File: src/rtl/fma_arbiter.sv
// Round-robin arbiter sharing one combinational FMA between two requesters, with LAT result stages.
// Optional macro FMA_ARBITER_PERF_EN adds saturating issue/conflict counters.
module fma_arbiter #(
  parameter int LAT = 2
) (
  input  logic        clk,
  input  logic        rst_n,
  input  logic        req0_valid,
  input  logic        req1_valid,
  output logic        req0_ready,
  output logic        req1_ready,
  input  logic [31:0] req0_a,
  input  logic [31:0] req0_b,
  input  logic [31:0] req0_c,
  input  logic [31:0] req1_a,
  input  logic [31:0] req1_b,
  input  logic [31:0] req1_c,
  output logic [31:0] fma_a,
  output logic [31:0] fma_b,
  output logic [31:0] fma_c,
  input  logic [31:0] fma_result,
  output logic        resp_valid,
  input  logic        resp_ready,
  output logic [31:0] resp_data,
  output logic        resp_id,
  output logic        busy
`ifdef FMA_ARBITER_PERF_EN
  ,
  output logic [15:0] issue_cnt,
  output logic [15:0] conflict_cnt
`endif
);

  logic        stall;
  logic        gnt_any;
  logic        gnt_id;
  logic        ptr_q, ptr_d;
  logic        s0_vld_q, s0_vld_d;
  logic        s0_id_q, s0_id_d;
  logic [31:0] s0_a_q, s0_a_d;
  logic [31:0] s0_b_q, s0_b_d;
  logic [31:0] s0_c_q, s0_c_d;
  logic [LAT:1] vld_q;
  logic [LAT:1] id_q;
  logic [31:0]  res_q [1:LAT];

  assign stall      = resp_valid & ~resp_ready;
  assign resp_valid = vld_q[LAT];
  assign resp_id    = id_q[LAT];
  assign resp_data  = res_q[LAT];
  assign busy       = s0_vld_q | (|vld_q);
  assign fma_a      = s0_a_q;
  assign fma_b      = s0_b_q;
  assign fma_c      = s0_c_q;

  // rst_n gates the grant so ready stays low while reset is held
  always_comb begin
    gnt_any    = rst_n & ~stall & (req0_valid | req1_valid);
    gnt_id     = (req0_valid & req1_valid) ? ptr_q : req1_valid;
    req0_ready = gnt_any & ~gnt_id;
    req1_ready = gnt_any & gnt_id;
    ptr_d      = gnt_any ? ~gnt_id : ptr_q;
    s0_vld_d   = s0_vld_q;
    s0_id_d    = s0_id_q;
    s0_a_d     = s0_a_q;
    s0_b_d     = s0_b_q;
    s0_c_d     = s0_c_q;
    if (!stall) begin
      s0_vld_d = gnt_any;
      if (gnt_any) begin
        s0_id_d = gnt_id;
        s0_a_d  = gnt_id ? req1_a : req0_a;
        s0_b_d  = gnt_id ? req1_b : req0_b;
        s0_c_d  = gnt_id ? req1_c : req0_c;
      end
    end
  end

  always_ff @(posedge clk or negedge rst_n) begin
    if (!rst_n) begin
      ptr_q    <= 1'b0;
      s0_vld_q <= 1'b0;
      s0_id_q  <= 1'b0;
      s0_a_q   <= '0;
      s0_b_q   <= '0;
      s0_c_q   <= '0;
      vld_q    <= '0;
      id_q     <= '0;
      for (int k = 1; k <= LAT; k++) res_q[k] <= '0;
    end else begin
      ptr_q    <= ptr_d;
      s0_vld_q <= s0_vld_d;
      s0_id_q  <= s0_id_d;
      s0_a_q   <= s0_a_d;
      s0_b_q   <= s0_b_d;
      s0_c_q   <= s0_c_d;
      if (!stall) begin
        vld_q[1] <= s0_vld_q;
        id_q[1]  <= s0_id_q;
        res_q[1] <= fma_result;
        for (int k = 2; k <= LAT; k++) begin
          vld_q[k] <= vld_q[k-1];
          id_q[k]  <= id_q[k-1];
          res_q[k] <= res_q[k-1];
        end
      end
    end
  end

`ifdef FMA_ARBITER_PERF_EN
  logic [15:0] issue_cnt_q;
  logic [15:0] conflict_cnt_q;

  always_ff @(posedge clk or negedge rst_n) begin
    if (!rst_n) begin
      issue_cnt_q    <= '0;
      conflict_cnt_q <= '0;
    end else begin
      if (gnt_any && issue_cnt_q != 16'hFFFF)
        issue_cnt_q <= issue_cnt_q + 16'd1;
      if (req0_valid && req1_valid && !stall && conflict_cnt_q != 16'hFFFF)
        conflict_cnt_q <= conflict_cnt_q + 16'd1;
    end
  end

  assign issue_cnt    = issue_cnt_q;
  assign conflict_cnt = conflict_cnt_q;
`endif

endmodule

File: config.mk
export PLATFORM = sky130hd
export DESIGN_NAME = fma_arbiter
export DESIGN_NICKNAME = d
export VERILOG_FILES = /design/src/rtl/fma_arbiter.sv
export SDC_FILE = /design/constraint.sdc
export NUM_CORES = 1
export LEC_CHECK = 0
export CAP_MARGIN = 20
export CORE_MARGIN = 2
export CORE_UTILIZATION = 30
export CTS_CLUSTER_DIAMETER = 100
export DETAILED_ROUTE_END_ITERATION = 10
export GPL_ROUTABILITY_DRIVEN = 0
export GPL_TIMING_DRIVEN = 0
export SLEW_MARGIN = 10
export SYNTH_ARGS = -nofsm -noshare
export SYNTH_HDL_FRONTEND = slang
export SYNTH_SLANG_ARGS = --single-unit
File: constraint.sdc
create_clock -name clk -period 3.6 [get_ports clk]
set_clock_uncertainty 0.2 [all_clocks]
set_input_delay 0.54 -clock clk [delete_from_list [all_inputs] [get_ports clk]]
set_output_delay 0.54 -clock clk [all_outputs]
set_load 0.05 [all_outputs]
==> flow_summary.html, run 1 <==
<table>
<tr><th>Metric</th><th>Value</th></tr>
<tr><th colspan="2">Global route</th></tr>
<tr><td>Met2 Use GR</td><td>36.2%</td></tr>
<tr><td>Maximum number of pins on one net before global-route repair</td><td>82</td></tr>
<tr><td>Number of global-route vias before repair</td><td>around 7800</td></tr>
<tr><td>Total gr overflow</td><td>0</td></tr>
<tr><td>Met3 demand-to-capacity share in global routing</td><td>6.72%</td></tr>
<tr><td>Layer with the highest usage</td><td>met2</td></tr>
<tr><td>Total Routing Usage GR</td><td>21.9%</td></tr>
<tr><td>Antenna violations before repair</td><td>1</td></tr>
<tr><td>Global-route wire length before repair</td><td>approximately 45 mm</td></tr>
<tr><td>Met1 usage in global routing</td><td>a little over a quarter</td></tr>
<tr><th colspan="2">Synthesis</th></tr>
<tr><td>YS warnings</td><td>0</td></tr>
<tr><td>Top cells by instance count after synthesis</td><td>sky130_fd_sc_hd__nand2_1 (300), sky130_fd_sc_hd__dfrtp_1 (167), sky130_fd_sc_hd__a221o_1 (96), sky130_fd_sc_hd__nor4b_1 (96), sky130_fd_sc_hd__clkbuf_1 (59)</td></tr>
<tr><td>Flip-flop and latch count after synthesis</td><td>167</td></tr>
<tr><td>Portion of synthesized cell area occupied by the leading cell type</td><td>a little over half</td></tr>
<tr><td>Post-synthesis async set-or-reset flop share</td><td>between 90% and 100%</td></tr>
<tr><td>Leading cell type by number of instances after synthesis</td><td>sky130_fd_sc_hd__nand2_1</td></tr>
<tr><td>Ys flop type</td><td>sky130_fd_sc_hd__dfrtp_1</td></tr>
<tr><td>Syn Std Cell Area</td><td>~7800 µm²</td></tr>
<tr><td>Number of enable flip-flop cells after synthesis</td><td>0</td></tr>
<tr><td>Biggest area consumer among synthesized cells</td><td>sky130_fd_sc_hd__dfrtp_1</td></tr>
<tr><td>Gate count after technology mapping</td><td>approximately 800</td></tr>
<tr><td>Number of unique standard cell types used by synthesis</td><td>16</td></tr>
<tr><td>Number of nets in the synthesized netlist</td><td>1010</td></tr>
<tr><td>Cell types occupying the most area after synthesis</td><td>sky130_fd_sc_hd__dfrtp_1 (54%), sky130_fd_sc_hd__nand2_1 (14%), sky130_fd_sc_hd__a221o_1 (12%)</td></tr>
<tr><td>Avg Inst Size Synth</td><td>between 9 and 10 µm²</td></tr>
<tr><td>Sequential element share of the synthesized area</td><td>53.7%</td></tr>
<tr><th colspan="2">Drt</th></tr>
<tr><td>DRC marker count from the first detailed-route iteration</td><td>484</td></tr>
<tr><td>Routed WL</td><td>29.9 mm</td></tr>
<tr><td>Number of nets still failing antenna checks after routing</td><td>0</td></tr>
<tr><td>Total iterations of the first detailed-routing run</td><td>5</td></tr>
<tr><td>Average routed wire per standard cell</td><td>about 20 µm</td></tr>
<tr><td>Via count</td><td>7534</td></tr>
<tr><td>DR vias/cell</td><td>approximately 5</td></tr>
<tr><td>Final routed DRC violation total</td><td>0</td></tr>
<tr><th colspan="2">Clocking</th></tr>
<tr><td># clock sinks</td><td>around 170</td></tr>
<tr><td>Cell at the root of the clock tree</td><td>sky130_fd_sc_hd__clkbuf_16</td></tr>
<tr><td>Buffer depth of the longest clock path</td><td>2</td></tr>
<tr><td>Clock tree from TritonCTS</td><td>built</td></tr>
<tr><td>Clock network latency to the later pin of the worst-skew pair</td><td>around 420 ps</td></tr>
<tr><td>Inserted Clock Buffers</td><td>17</td></tr>
<tr><td>Count of H-tree levels built during CTS</td><td>4</td></tr>
<tr><td>Clock slew seen by the registers of the worst setup and hold paths</td><td>around 70 ps</td></tr>
<tr><td>Post-CTS setup buffer count</td><td>0</td></tr>
<tr><th colspan="2">Place</th></tr>
<tr><td>Placed cell count</td><td>roughly 1500</td></tr>
<tr><td>Half-perimeter wire length after placement</td><td>21.6 mm</td></tr>
<tr><td>Input/output buffers</td><td>360</td></tr>
<tr><th colspan="2">Power</th></tr>
<tr><td>Combinational share of power</td><td>between 40% and 50%</td></tr>
<tr><td>Int Power</td><td>4970 µW</td></tr>
<tr><td>Net switching fraction of the power</td><td>~44%</td></tr>
<tr><td>Lkg Pwr</td><td>~0.0053 µW</td></tr>
<tr><td>Part of the power in the clock network</td><td>between 20% and 30%</td></tr>
<tr><td>P per Cell Area</td><td>~710 nW/µm²</td></tr>
<tr><td>NetSw</td><td>3920 µW</td></tr>
<tr><td>IR drop worst, VDD</td><td>~320 µV</td></tr>
<tr><td>Relative contribution of sequential cells to total power</td><td>31.2%</td></tr>
<tr><td>Overall power</td><td>8890 µW</td></tr>
<tr><th colspan="2">Floorplan</th></tr>
<tr><td>Core Box Area</td><td>roughly 25000 µm²</td></tr>
<tr><td>Die ar.</td><td>around 27000 µm²</td></tr>
<tr><td>Overall die height</td><td>roughly 170 µm</td></tr>
<tr><td>Effective utilization at floorplan</td><td>between 30% and 40%</td></tr>
<tr><td>Number of core rows</td><td>58</td></tr>
<tr><td>I/O pin total</td><td>about 360</td></tr>
<tr><td>Chip width</td><td>165 µm</td></tr>
<tr><th colspan="2">Finish</th></tr>
<tr><td>Synth-to-Final Area Change</td><td>61.1%</td></tr>
<tr><td>Fillcell total</td><td>between 2000 and 2500</td></tr>
<tr><td>Fraction of final layout cells sized beyond drive strength 1</td><td>7.81%</td></tr>
<tr><td>Layout net count</td><td>approximately 1400</td></tr>
<tr><td>Post-Route Utilization</td><td>between 40% and 50%</td></tr>
<tr><td>Count of non-filler cells in the finished layout</td><td>roughly 1500</td></tr>
<tr><th colspan="2">Critical path</th></tr>
<tr><td>Data arrival time of the worst path</td><td>about 2400 ps</td></tr>
<tr><td>Critical Path Source Type</td><td>input pin</td></tr>
<tr><td>Crit path max fanout</td><td>10</td></tr>
<tr><td>Critical Path End Type</td><td>output pin</td></tr>
<tr><td>Worst endpoint required time</td><td>between 2000 and 3000 ps</td></tr>
<tr><td>Type of the worst setup path</td><td>in -&gt; out</td></tr>
<tr><th colspan="2">Min path</th></tr>
<tr><td>Worst min path class</td><td>in -&gt; async</td></tr>
<tr><th colspan="2">Timing</th></tr>
<tr><td>Max-Slew Margin vs Limit</td><td>59.8%</td></tr>
<tr><td>Worst hold margin</td><td>between 1.5 and 2 ps</td></tr>
<tr><td>Max-slew violation count</td><td>0</td></tr>
<tr><td>Worst slew pin tran</td><td>603 ps</td></tr>
<tr><td>Setup violators final</td><td>0</td></tr>
<tr><td>Fin. Hold Viols</td><td>0</td></tr>
<tr><td>Setup repair after global routing missed its margin</td><td>no</td></tr>
<tr><td>Time the worst path needs with I/O delays and setup</td><td>between 3000 and 4000 ps</td></tr>
<tr><td>Max Freq</td><td>between 300 and 400 MHz</td></tr>
<tr><td>Final critical-path share of the clock period</td><td>about 86%</td></tr>
<tr><th colspan="2">Outcome</th></tr>
<tr><td>Outcome</td><td>complete, no violations</td></tr>
<tr><th colspan="2">Flow run</th></tr>
<tr><td>Max-cap check violation count</td><td>0</td></tr>
</table>
cell families after synthesis:
group	share of synthesized area, %
flops	53.7
buf+inv	7.64
compound gates	12.7
simple gates	26.0
through the flow:
stage / area (µm²) / setup slack (ps) / setup TNS [ps]
finish: 12500 / 500 / 0
global route: 12500 / 410 / 0
CTS: 12500 / 497 / 0
detailed placement: 11800 / -697 / -1360
global placement: 11800 / -6750 / -1527510
floorplan: 7780 / 1150 / 0
metal layers:
layer  wire length [µm]  part of all wire (%)
met2              14300                    48
met4                618                   2.1
met5                  0                     0
met1              12500                    42
met3               2500                   8.3
path summary, 6_finish.rpt:
check / from / depth (start not counted) / endpoint / slack [ps]
setup reg to reg: vld_q[2] / 6 / fma_a[10] / 1430
min in group clk: res_q[61] / 2 / res_q[61] / 270
hold / removal: rst_n / 3 / res_q[46] / 2
setup / recovery: resp_ready / 7 / req0_ready / 500
max in group asynchronous: rst_n / 3 / fma_b[9] / 2800
hold reg to reg: res_q[61] / 2 / res_q[61] / 270
sequential cells by signal (all words and copies together) (netlist names):
| name | flops |
|---|---|
| fma_a | 32 |
| fma_b | 32 |
| fma_c | 32 |
| id_q | 2 |
| ptr_q | 1 |
| res_q | 32 |
| resp_data | 32 |
| s0_id_q | 1 |
| s0_vld_q | 1 |
| vld_q | 2 |
layout by cell type, fill, tap and decap left out, drive strengths merged:
cell / n
clkinvlp: 2
diode: 1
a221o: 96
o211ai: 1
buf: 58
nand2b: 2
inv: 8
clkinv: 5
nor2b: 2
bufbuf: 1
and4b: 1
clkdlybuf4s50: 357
and4: 1
nor4b: 96
a21o: 2
clkdlybuf4s15: 2
dfrtp: 167
or3: 1
clkbuf: 76
nand2: 300
worst max-delay path: stages:
cell,delay (ps)
sky130_fd_sc_hd__clkdlybuf4s50_1,470
sky130_fd_sc_hd__nand2b_1,120
sky130_fd_sc_hd__buf_6,140
sky130_fd_sc_hd__and4_4,220
sky130_fd_sc_hd__buf_6,140
sky130_fd_sc_hd__buf_2,280
sky130_fd_sc_hd__clkdlybuf4s15_2,430
layout make-up:
cell class | count | area [µm²] | share of cell area [%]
Antenna cell | 1 | 2.50 | 0.0200
Buffer | 112 | 594 | 4.74
Clock buffer | 17 | 425 | 3.39
Clock inverter | 15 | 153 | 1.22
Multi-Input combinational cell | 502 | 3010 | 24.0
Sequential cell | 167 | 4180 | 33.3
Tap cell | 330 | 413 | 3.29
Timing Repair Buffer | 365 | 3760 | 30.0
timing repair:
action / 4_1_cts / 5_1_grt
hold endpoints to repair: 81 / 0
setup endpoints to repair: 2 / 0
hold buffers: 3 / 0
gates resized for setup: 7 / 0
power by group through the flow:
stage               clock network, µW  registers [µW]  logic (µW)
global placement                    0            2790        4290
detailed placement                  0            2780        4320
finish                           1820            2770        4300
floorplan                           0            3910        1550
global route                     1940            2840        4550
CTS                              1860            2770        4340
Power figures use the tool's default switching activity.
==> run 2: changes to the inputs <==
--- a/config.mk
+++ b/config.mk
@@ -6,7 +6,6 @@
 export NUM_CORES = 1
 export LEC_CHECK = 0
 export CAP_MARGIN = 20
-export CORE_MARGIN = 2
 export CORE_UTILIZATION = 30
 export CTS_CLUSTER_DIAMETER = 100
 export DETAILED_ROUTE_END_ITERATION = 10
==> run 2 against run 1 <==
Effect of this change: non-clock buffer count decreased by 2; global-route usage decreased by 0.085 points; wire length decreased by 3.6%; clock power about the same; final cell count unchanged; hold slack improved by 260 ps; die area decreased by 2.4%; via count decreased by 2.5%; power increased by 0.12%; design area decreased by 0.50%; worst setup slack got worse by 110 ps; critical path type unchanged; largest cell class unchanged; largest power group unchanged.
==> flow_summary.html, run 2 (synthesis results as in run 1) <==
<table>
<tr><th>Metric</th><th>Value</th></tr>
<tr><th colspan="2">Global route</th></tr>
<tr><td>Total Routing Usage GR</td><td>between 20% and 30%</td></tr>
<tr><td>Antenna violations before repair</td><td>3</td></tr>
<tr><td>Global-route wire length before repair</td><td>43.9 mm</td></tr>
<tr><td>Number of global-route vias before repair</td><td>about 7600</td></tr>
<tr><td>Maximum number of pins on one net before global-route repair</td><td>97</td></tr>
<tr><td>Total gr overflow</td><td>0</td></tr>
<tr><th colspan="2">Critical path</th></tr>
<tr><td>Critical Path End Type</td><td>output pin</td></tr>
<tr><td>Type of the worst setup path</td><td>in -&gt; out</td></tr>
<tr><td>Critical Path Source Type</td><td>input pin</td></tr>
<tr><td>Worst endpoint required time</td><td>2860 ps</td></tr>
<tr><td>Crit path max fanout</td><td>10</td></tr>
<tr><td>Data arrival time of the worst path</td><td>2470 ps</td></tr>
<tr><th colspan="2">Drt</th></tr>
<tr><td>Via count</td><td>roughly 7300</td></tr>
<tr><td>Average routed wire per standard cell</td><td>19.1 µm</td></tr>
<tr><td>Routed WL</td><td>28.8 mm</td></tr>
<tr><td>Final routed DRC violation total</td><td>0</td></tr>
<tr><td>Total iterations of the first detailed-routing run</td><td>5</td></tr>
<tr><td>DRC marker count from the first detailed-route iteration</td><td>446</td></tr>
<tr><td>DR vias/cell</td><td>4.87</td></tr>
<tr><td>Number of nets still failing antenna checks after routing</td><td>0</td></tr>
<tr><th colspan="2">Power</th></tr>
<tr><td>Overall power</td><td>between 8000 and 9000 µW</td></tr>
<tr><td>P per Cell Area</td><td>approximately 710 nW/µm²</td></tr>
<tr><td>Lkg Pwr</td><td>between 0.005 and 0.006 µW</td></tr>
<tr><td>IR drop worst, VDD</td><td>approximately 350 µV</td></tr>
<tr><th colspan="2">Outcome</th></tr>
<tr><td>Outcome</td><td>complete, no violations</td></tr>
<tr><th colspan="2">Finish</th></tr>
<tr><td>Fillcell total</td><td>between 2000 and 2500</td></tr>
<tr><td>Layout net count</td><td>approximately 1400</td></tr>
<tr><td>Count of non-filler cells in the finished layout</td><td>1509</td></tr>
<tr><td>Synth-to-Final Area Change</td><td>60.3%</td></tr>
<tr><td>Fraction of final layout cells sized beyond drive strength 1</td><td>under 10%</td></tr>
<tr><td>Top library cells by usage in the layout, fill and taps aside</td><td>sky130_fd_sc_hd__clkdlybuf4s50_1 (357), sky130_fd_sc_hd__nand2_1 (300), sky130_fd_sc_hd__dfrtp_1 (167)</td></tr>
<tr><td>Most common cell after layout, fill and taps aside</td><td>sky130_fd_sc_hd__clkdlybuf4s50_1</td></tr>
<tr><th colspan="2">Clocking</th></tr>
<tr><td>Inserted Clock Buffers</td><td>17</td></tr>
<tr><td>Buffer depth of the longest clock path</td><td>2</td></tr>
<tr><td>Post-CTS setup buffer count</td><td>0</td></tr>
<tr><td># clock sinks</td><td>approximately 170</td></tr>
<tr><td>Cell at the root of the clock tree</td><td>sky130_fd_sc_hd__clkbuf_16</td></tr>
<tr><td>Clock network latency to the later pin of the worst-skew pair</td><td>around 410 ps</td></tr>
<tr><td>Count of H-tree levels built during CTS</td><td>4</td></tr>
<tr><td>Clock tree from TritonCTS</td><td>built</td></tr>
<tr><td>Clock slew seen by the registers of the worst setup and hold paths</td><td>approximately 70 ps</td></tr>
<tr><th colspan="2">Floorplan</th></tr>
<tr><td>Die ar.</td><td>between 20000 and 30000 µm²</td></tr>
<tr><td>I/O pin total</td><td>362</td></tr>
<tr><td>Core Box Area</td><td>25300 µm²</td></tr>
<tr><td>Overall die height</td><td>around 160 µm</td></tr>
<tr><td>Effective utilization at floorplan</td><td>30.7%</td></tr>
<tr><td>Chip width</td><td>between 150 and 200 µm</td></tr>
<tr><td>Number of core rows</td><td>58</td></tr>
<tr><th colspan="2">Place</th></tr>
<tr><td>Placed cell count</td><td>roughly 1500</td></tr>
<tr><td>Input/output buffers</td><td>360</td></tr>
<tr><td>Half-perimeter wire length after placement</td><td>between 20 and 25 mm</td></tr>
<tr><th colspan="2">Timing</th></tr>
<tr><td>Max Freq</td><td>312 MHz</td></tr>
<tr><td>Max-slew violation count</td><td>0</td></tr>
<tr><td>Setup violators final</td><td>0</td></tr>
<tr><td>Fin. Hold Viols</td><td>0</td></tr>
<tr><td>Setup repair after global routing missed its margin</td><td>no</td></tr>
<tr><td>Time the worst path needs with I/O delays and setup</td><td>about 3200 ps</td></tr>
<tr><td>Max-Slew Margin vs Limit</td><td>between 50 and 60%</td></tr>
<tr><td>Worst slew pin tran</td><td>~660 ps</td></tr>
<tr><td>Final critical-path share of the clock period</td><td>between 80% and 90%</td></tr>
<tr><th colspan="2">Flow run</th></tr>
<tr><td>Max-cap check violation count</td><td>0</td></tr>
<tr><th colspan="2">Min path</th></tr>
<tr><td>Worst min path class</td><td>reg -&gt; reg</td></tr>
</table>
-- run 2: changes by cell type in the layout (fill, tap and decap cells not counted), sizes merged --
cell           delta
bufbuf            -1
clkbuf            +1
bufinv            +1
dlygate4sd3       +1
clkinvlp          +2
clkdlybuf4s15     -2
dlygate4sd2       +2
diode             +2
clkinv            -2
buf               -2
inv               -2
-- run 2: worst paths after layout --
check | cells past startpoint | startpoint | to | slack, ps
setup reg to reg | 5 | vld_q[2] | fma_a[18] | 1410
max in group asynchronous | 3 | rst_n | fma_b[14] | 2060
hold reg to reg | 2 | resp_data[30] | resp_data[30] | 270
min in group asynchronous | 3 | rst_n | resp_data[19] | 670
setup / recovery | 7 | resp_ready | req0_ready | 390
hold / removal | 2 | resp_data[30] | resp_data[30] | 270
-- run 2: timing repair --
item                                    in CTS  in global routing
gates resized for setup                      3                  0
hold buffers                                 2                  0
endpoints found under the setup margin       2                  0
endpoints found under the hold margin       96                  0
-- run 2: power breakdown --
group          leakage, µW  switching (µW)  total, µW  internal (µW)
logic              0.00299            2690       4290           1600
clock network     0.000277             862       1850            990
registers          0.00204             328       2760           2430
total              0.00531            3880       8900           5020
-- run 2: cell type report --
class / count / area, µm² / area share, %
flip-flops and latches: 167 / 4180 / 33.5
diodes: 3 / 7.51 / 0.0602
clock inverters: 14 / 164 / 1.31
plain buffers: 112 / 594 / 4.77
well taps: 330 / 413 / 3.31
repair buffers: 363 / 3680 / 29.5
multi-input cells: 502 / 3010 / 24.1
clock buffers: 18 / 429 / 3.44
-- run 2: per-layer routing --
metal  global-route usage [%]  part of all wire, %  vias to the layer above
li1                         -                    -                     3523
met1                     28.0                   44                     3510
met2                     36.1                   48                      286
met3                     5.82                  6.6                       27
met4                     6.12                  1.9                        0
met5                        0                    0                        -
-- run 2: worst max-delay path: stages --
cell and delay, ps:
sky130_fd_sc_hd__clkdlybuf4s50_1 480, sky130_fd_sc_hd__nand2b_1 120, sky130_fd_sc_hd__buf_6 140, sky130_fd_sc_hd__and4_4 220
sky130_fd_sc_hd__buf_6 140, sky130_fd_sc_hd__buf_2 250, sky130_fd_sc_hd__dlygate4sd2_1 580
-- run 2: through the flow --
step                hold WS, ps  cell area [µm²]  TNS (ps)  utilization (%)  setup WS (ps)
finish                      266            12500         0             49.2            392
global placement            250            11800  -1522930             46.6          -6670
global route                287            12500         0             49.2            243
detailed placement          255            11800      -552             46.7           -279
CTS                         268            12500         0             49.2            355
floorplan                  44.4             7780         0                -           1150
==> run 3: changes to the inputs <==
--- a/config.mk
+++ b/config.mk
@@ -9,8 +9,9 @@
 export CORE_UTILIZATION = 30
 export CTS_CLUSTER_DIAMETER = 100
 export DETAILED_ROUTE_END_ITERATION = 10
+export DONT_BUFFER_PORTS = 1
 export GPL_ROUTABILITY_DRIVEN = 0
-export GPL_TIMING_DRIVEN = 0
+export GPL_TIMING_DRIVEN = 1
 export SLEW_MARGIN = 10
 export SYNTH_ARGS = -nofsm -noshare
 export SYNTH_HDL_FRONTEND = slang
==> constraint.sdc (replaced) <==
create_clock -name clk -period 3.6 [get_ports clk]
set_clock_uncertainty 0.2 [all_clocks]
set_input_delay 0.54 -clock clk [delete_from_list [all_inputs] [get_ports clk]]
set_output_delay 0.54 -clock clk [all_outputs]
set_load 0.1 [all_outputs]
==> run 3 against run 2 <==
Effect of this change: the flow now finishes with violations (negative hold slack); flip-flop and latch count unchanged; design area shrank 33%; non-clock buffer count down 465; power rose by 3.7%; maximum frequency grew 23%; critical path depth fell by 4; via count shrank 21%; worst setup slack better by 610 ps; core utilization decreased by 16 points; sequential share of layout area grew 17 points; first-iteration DRC count increased by 25%; critical endpoint is now req1_ready.
==> flow_summary.html, run 3 (synthesis results as in run 1) <==
<table>
<tr><th>Metric</th><th>Value</th></tr>
<tr><th colspan="2">Clocking</th></tr>
<tr><td>Clock slew seen by the registers of the worst setup and hold paths</td><td>about 80 ps</td></tr>
<tr><td>Inserted Clock Buffers</td><td>17</td></tr>
<tr><td>Clock network latency to the later pin of the worst-skew pair</td><td>420 ps</td></tr>
<tr><td>Clock tree from TritonCTS</td><td>built</td></tr>
<tr><td># clock sinks</td><td>around 170</td></tr>
<tr><td>Buffer depth of the longest clock path</td><td>2</td></tr>
<tr><td>Post-CTS setup buffer count</td><td>0</td></tr>
<tr><td>Count of H-tree levels built during CTS</td><td>4</td></tr>
<tr><td>Cell at the root of the clock tree</td><td>sky130_fd_sc_hd__clkbuf_16</td></tr>
<tr><td>Number of gates resized after cts</td><td>0</td></tr>
<tr><th colspan="2">Global route</th></tr>
<tr><td>Antenna violations before repair</td><td>0</td></tr>
<tr><td>Total Routing Usage GR</td><td>15.7%</td></tr>
<tr><td>Maximum number of pins on one net before global-route repair</td><td>267</td></tr>
<tr><td>Total gr overflow</td><td>0</td></tr>
<tr><td>Number of global-route vias before repair</td><td>5378</td></tr>
<tr><td>Global-route wire length before repair</td><td>32.3 mm</td></tr>
<tr><th colspan="2">Outcome</th></tr>
<tr><td>Outcome</td><td>complete, but fails checks</td></tr>
<tr><td>Failing checks</td><td>negative hold slack</td></tr>
<tr><th colspan="2">Floorplan</th></tr>
<tr><td>Overall die height</td><td>between 150 and 200 µm</td></tr>
<tr><td>Number of core rows</td><td>58</td></tr>
<tr><td>Effective utilization at floorplan</td><td>between 30% and 40%</td></tr>
<tr><td>Chip width</td><td>between 150 and 200 µm</td></tr>
<tr><td>I/O pin total</td><td>362</td></tr>
<tr><td>Die ar.</td><td>roughly 27000 µm²</td></tr>
<tr><td>Core Box Area</td><td>between 20000 and 30000 µm²</td></tr>
<tr><th colspan="2">Critical path</th></tr>
<tr><td>Data arrival time of the worst path</td><td>between 1500 and 2000 ps</td></tr>
<tr><td>Type of the worst setup path</td><td>reg -&gt; out</td></tr>
<tr><td>Worst endpoint required time</td><td>about 2900 ps</td></tr>
<tr><td>Critical Path Source Type</td><td>flip-flop</td></tr>
<tr><td>Crit path max fanout</td><td>22</td></tr>
<tr><td>Critical Path End Type</td><td>output pin</td></tr>
<tr><td>Biggest cell delay along the critical path</td><td>between 500 and 600 ps</td></tr>
<tr><td>Chain of cells forming the critical path</td><td>nor2b_4 -&gt; and4b_1 -&gt; buf_4</td></tr>
<tr><td>Standard cell with the maximum stage delay on the critical path</td><td>sky130_fd_sc_hd__nor2b_4</td></tr>
<tr><th colspan="2">Finish</th></tr>
<tr><td>Layout net count</td><td>927</td></tr>
<tr><td>Fraction of final layout cells sized beyond drive strength 1</td><td>~6.6%</td></tr>
<tr><td>Multi-input logic area</td><td>~3000 µm²</td></tr>
<tr><td>Synth-to-Final Area Change</td><td>7.08%</td></tr>
<tr><td>Antenna diode count</td><td>0</td></tr>
<tr><td>Sequential standard cell area</td><td>approximately 4200 µm²</td></tr>
<tr><td>Top library cells by usage in the layout, fill and taps aside</td><td>sky130_fd_sc_hd__nand2_1 (300), sky130_fd_sc_hd__dfrtp_1 (167), sky130_fd_sc_hd__nor4b_1 (96), sky130_fd_sc_hd__a221o_1 (96), sky130_fd_sc_hd__clkbuf_16 (17)</td></tr>
<tr><td>Count of non-filler cells in the finished layout</td><td>between 1000 and 1500</td></tr>
<tr><td>Fillcell total</td><td>approximately 2600</td></tr>
<tr><td>Most common cell after layout, fill and taps aside</td><td>sky130_fd_sc_hd__nand2_1</td></tr>
<tr><th colspan="2">Place</th></tr>
<tr><td>Input/output buffers</td><td>0</td></tr>
<tr><td>Placed cell count</td><td>around 1000</td></tr>
<tr><td>Half-perimeter wire length after placement</td><td>13.5 mm</td></tr>
<tr><th colspan="2">Drt</th></tr>
<tr><td>Via count</td><td>around 5800</td></tr>
<tr><td>Average routed wire per standard cell</td><td>20.8 µm</td></tr>
<tr><td>DRC marker count from the first detailed-route iteration</td><td>around 560</td></tr>
<tr><td>Number of nets still failing antenna checks after routing</td><td>0</td></tr>
<tr><td>DR vias/cell</td><td>~5.6</td></tr>
<tr><td>Total iterations of the first detailed-routing run</td><td>5</td></tr>
<tr><td>Routed WL</td><td>~22 mm</td></tr>
<tr><td>Final routed DRC violation total</td><td>0</td></tr>
<tr><th colspan="2">Timing</th></tr>
<tr><td>Max Freq</td><td>just under 400 MHz</td></tr>
<tr><td>Time the worst path needs with I/O delays and setup</td><td>about 2600 ps</td></tr>
<tr><td>Fin. Hold Viols</td><td>~170</td></tr>
<tr><td>Setup violators final</td><td>0</td></tr>
<tr><td>Max-slew violation count</td><td>0</td></tr>
<tr><td>Max-Slew Margin vs Limit</td><td>roughly a quarter</td></tr>
<tr><td>Final critical-path share of the clock period</td><td>72.2%</td></tr>
<tr><td>Total Negative Setup Slacks</td><td>0 ps</td></tr>
<tr><td>Worst slew pin tran</td><td>1140 ps</td></tr>
<tr><td>Setup repair after global routing missed its margin</td><td>no</td></tr>
<tr><td>Worst hold margin</td><td>-394 ps</td></tr>
<tr><th colspan="2">Power</th></tr>
<tr><td>IR drop worst, VDD</td><td>~940 µV</td></tr>
<tr><td>Lkg Pwr</td><td>approximately 0.0036 µW</td></tr>
<tr><td>Overall power</td><td>9230 µW</td></tr>
<tr><td>P per Cell Area</td><td>1110 nW/µm²</td></tr>
<tr><th colspan="2">Min path</th></tr>
<tr><td>Worst min path class</td><td>in -&gt; async</td></tr>
<tr><th colspan="2">Flow run</th></tr>
<tr><td>Max-cap check violation count</td><td>0</td></tr>
</table>
## run 3: changes by cell type in the layout (fill, tap and decap cells not counted), sizes merged
| cell | before | now |
|---|---|---|
| buf | 56 | 10 |
| clkbuf | 77 | 17 |
| clkdlybuf4s50 | 357 | 0 |
| clkinv | 3 | 4 |
| clkinvlp | 4 | 2 |
| diode | 3 | 0 |
| dlygate4sd2 | 2 | 0 |
| dlygate4sd3 | 1 | 0 |
| inv | 6 | 8 |
## run 3: critical path, delay by kind of cell, from the launching register on
kind	cells	cell delay [ps]
buf+inv	1	230
flops	1	420
simple gates	2	780
## run 3: worst paths after layout
| check | end | slack (ps) | startpoint | depth (start not counted) |
|---|---|---|---|---|
| min in group clk | res_q[50] | 30 | fma_result[18] | 2 |
| min | resp_data[18] | -390 | rst_n | 0 |
| max | req1_ready | 1000 | ptr_q | 3 |
| max reg2reg | fma_b[18] | 1190 | vld_q[2] | 5 |
| min reg2reg | resp_data[23] | 260 | res_q[55] | 2 |
| max in group asynchronous | fma_b[9] | 3310 | rst_n | 0 |
## run 3: per-stage QoR
stage | setup WS (ps) | util, % | instance area [µm²]
2_1_floorplan | 824 | - | 7780
3_3_place_gp | 1030 | 30.5 | 7730
3_5_place_dp | 994 | 30.5 | 7730
4_1_cts | 927 | 32.9 | 8330
5_1_grt | 870 | 32.9 | 8330
6_report | 999 | 32.9 | 8330
## run 3: power breakdown
group          switching [µW]  total, µW  internal, µW
Clock                     896       1900          1000
Combinational             644       1100           460
Sequential               3880       6220          2340
Total                    5420       9230          3810
## run 3: routing by layer
metal / track usage (%) / up-vias / share of wire (%) / routed length [µm]
met5: 0 / - / 0 / 0
met4: 5.40 / 0 / 1.9 / 421
met3: 5.61 / 27 / 9.2 / 1990
met2: 23.7 / 285 / 47 / 10200
met1: 20.6 / 2890 / 42 / 9080
li1: - / 2585 / - / -
## run 3: cell type report
type / instances / area share [%]
Multi-Input combinational cell: 502 / 36.4
Tap cell: 330 / 4.96
Sequential cell: 167 / 50.2
Timing Repair Buffer: 10 / 1.20
Clock buffer: 17 / 5.11
Clock inverter: 15 / 2.16
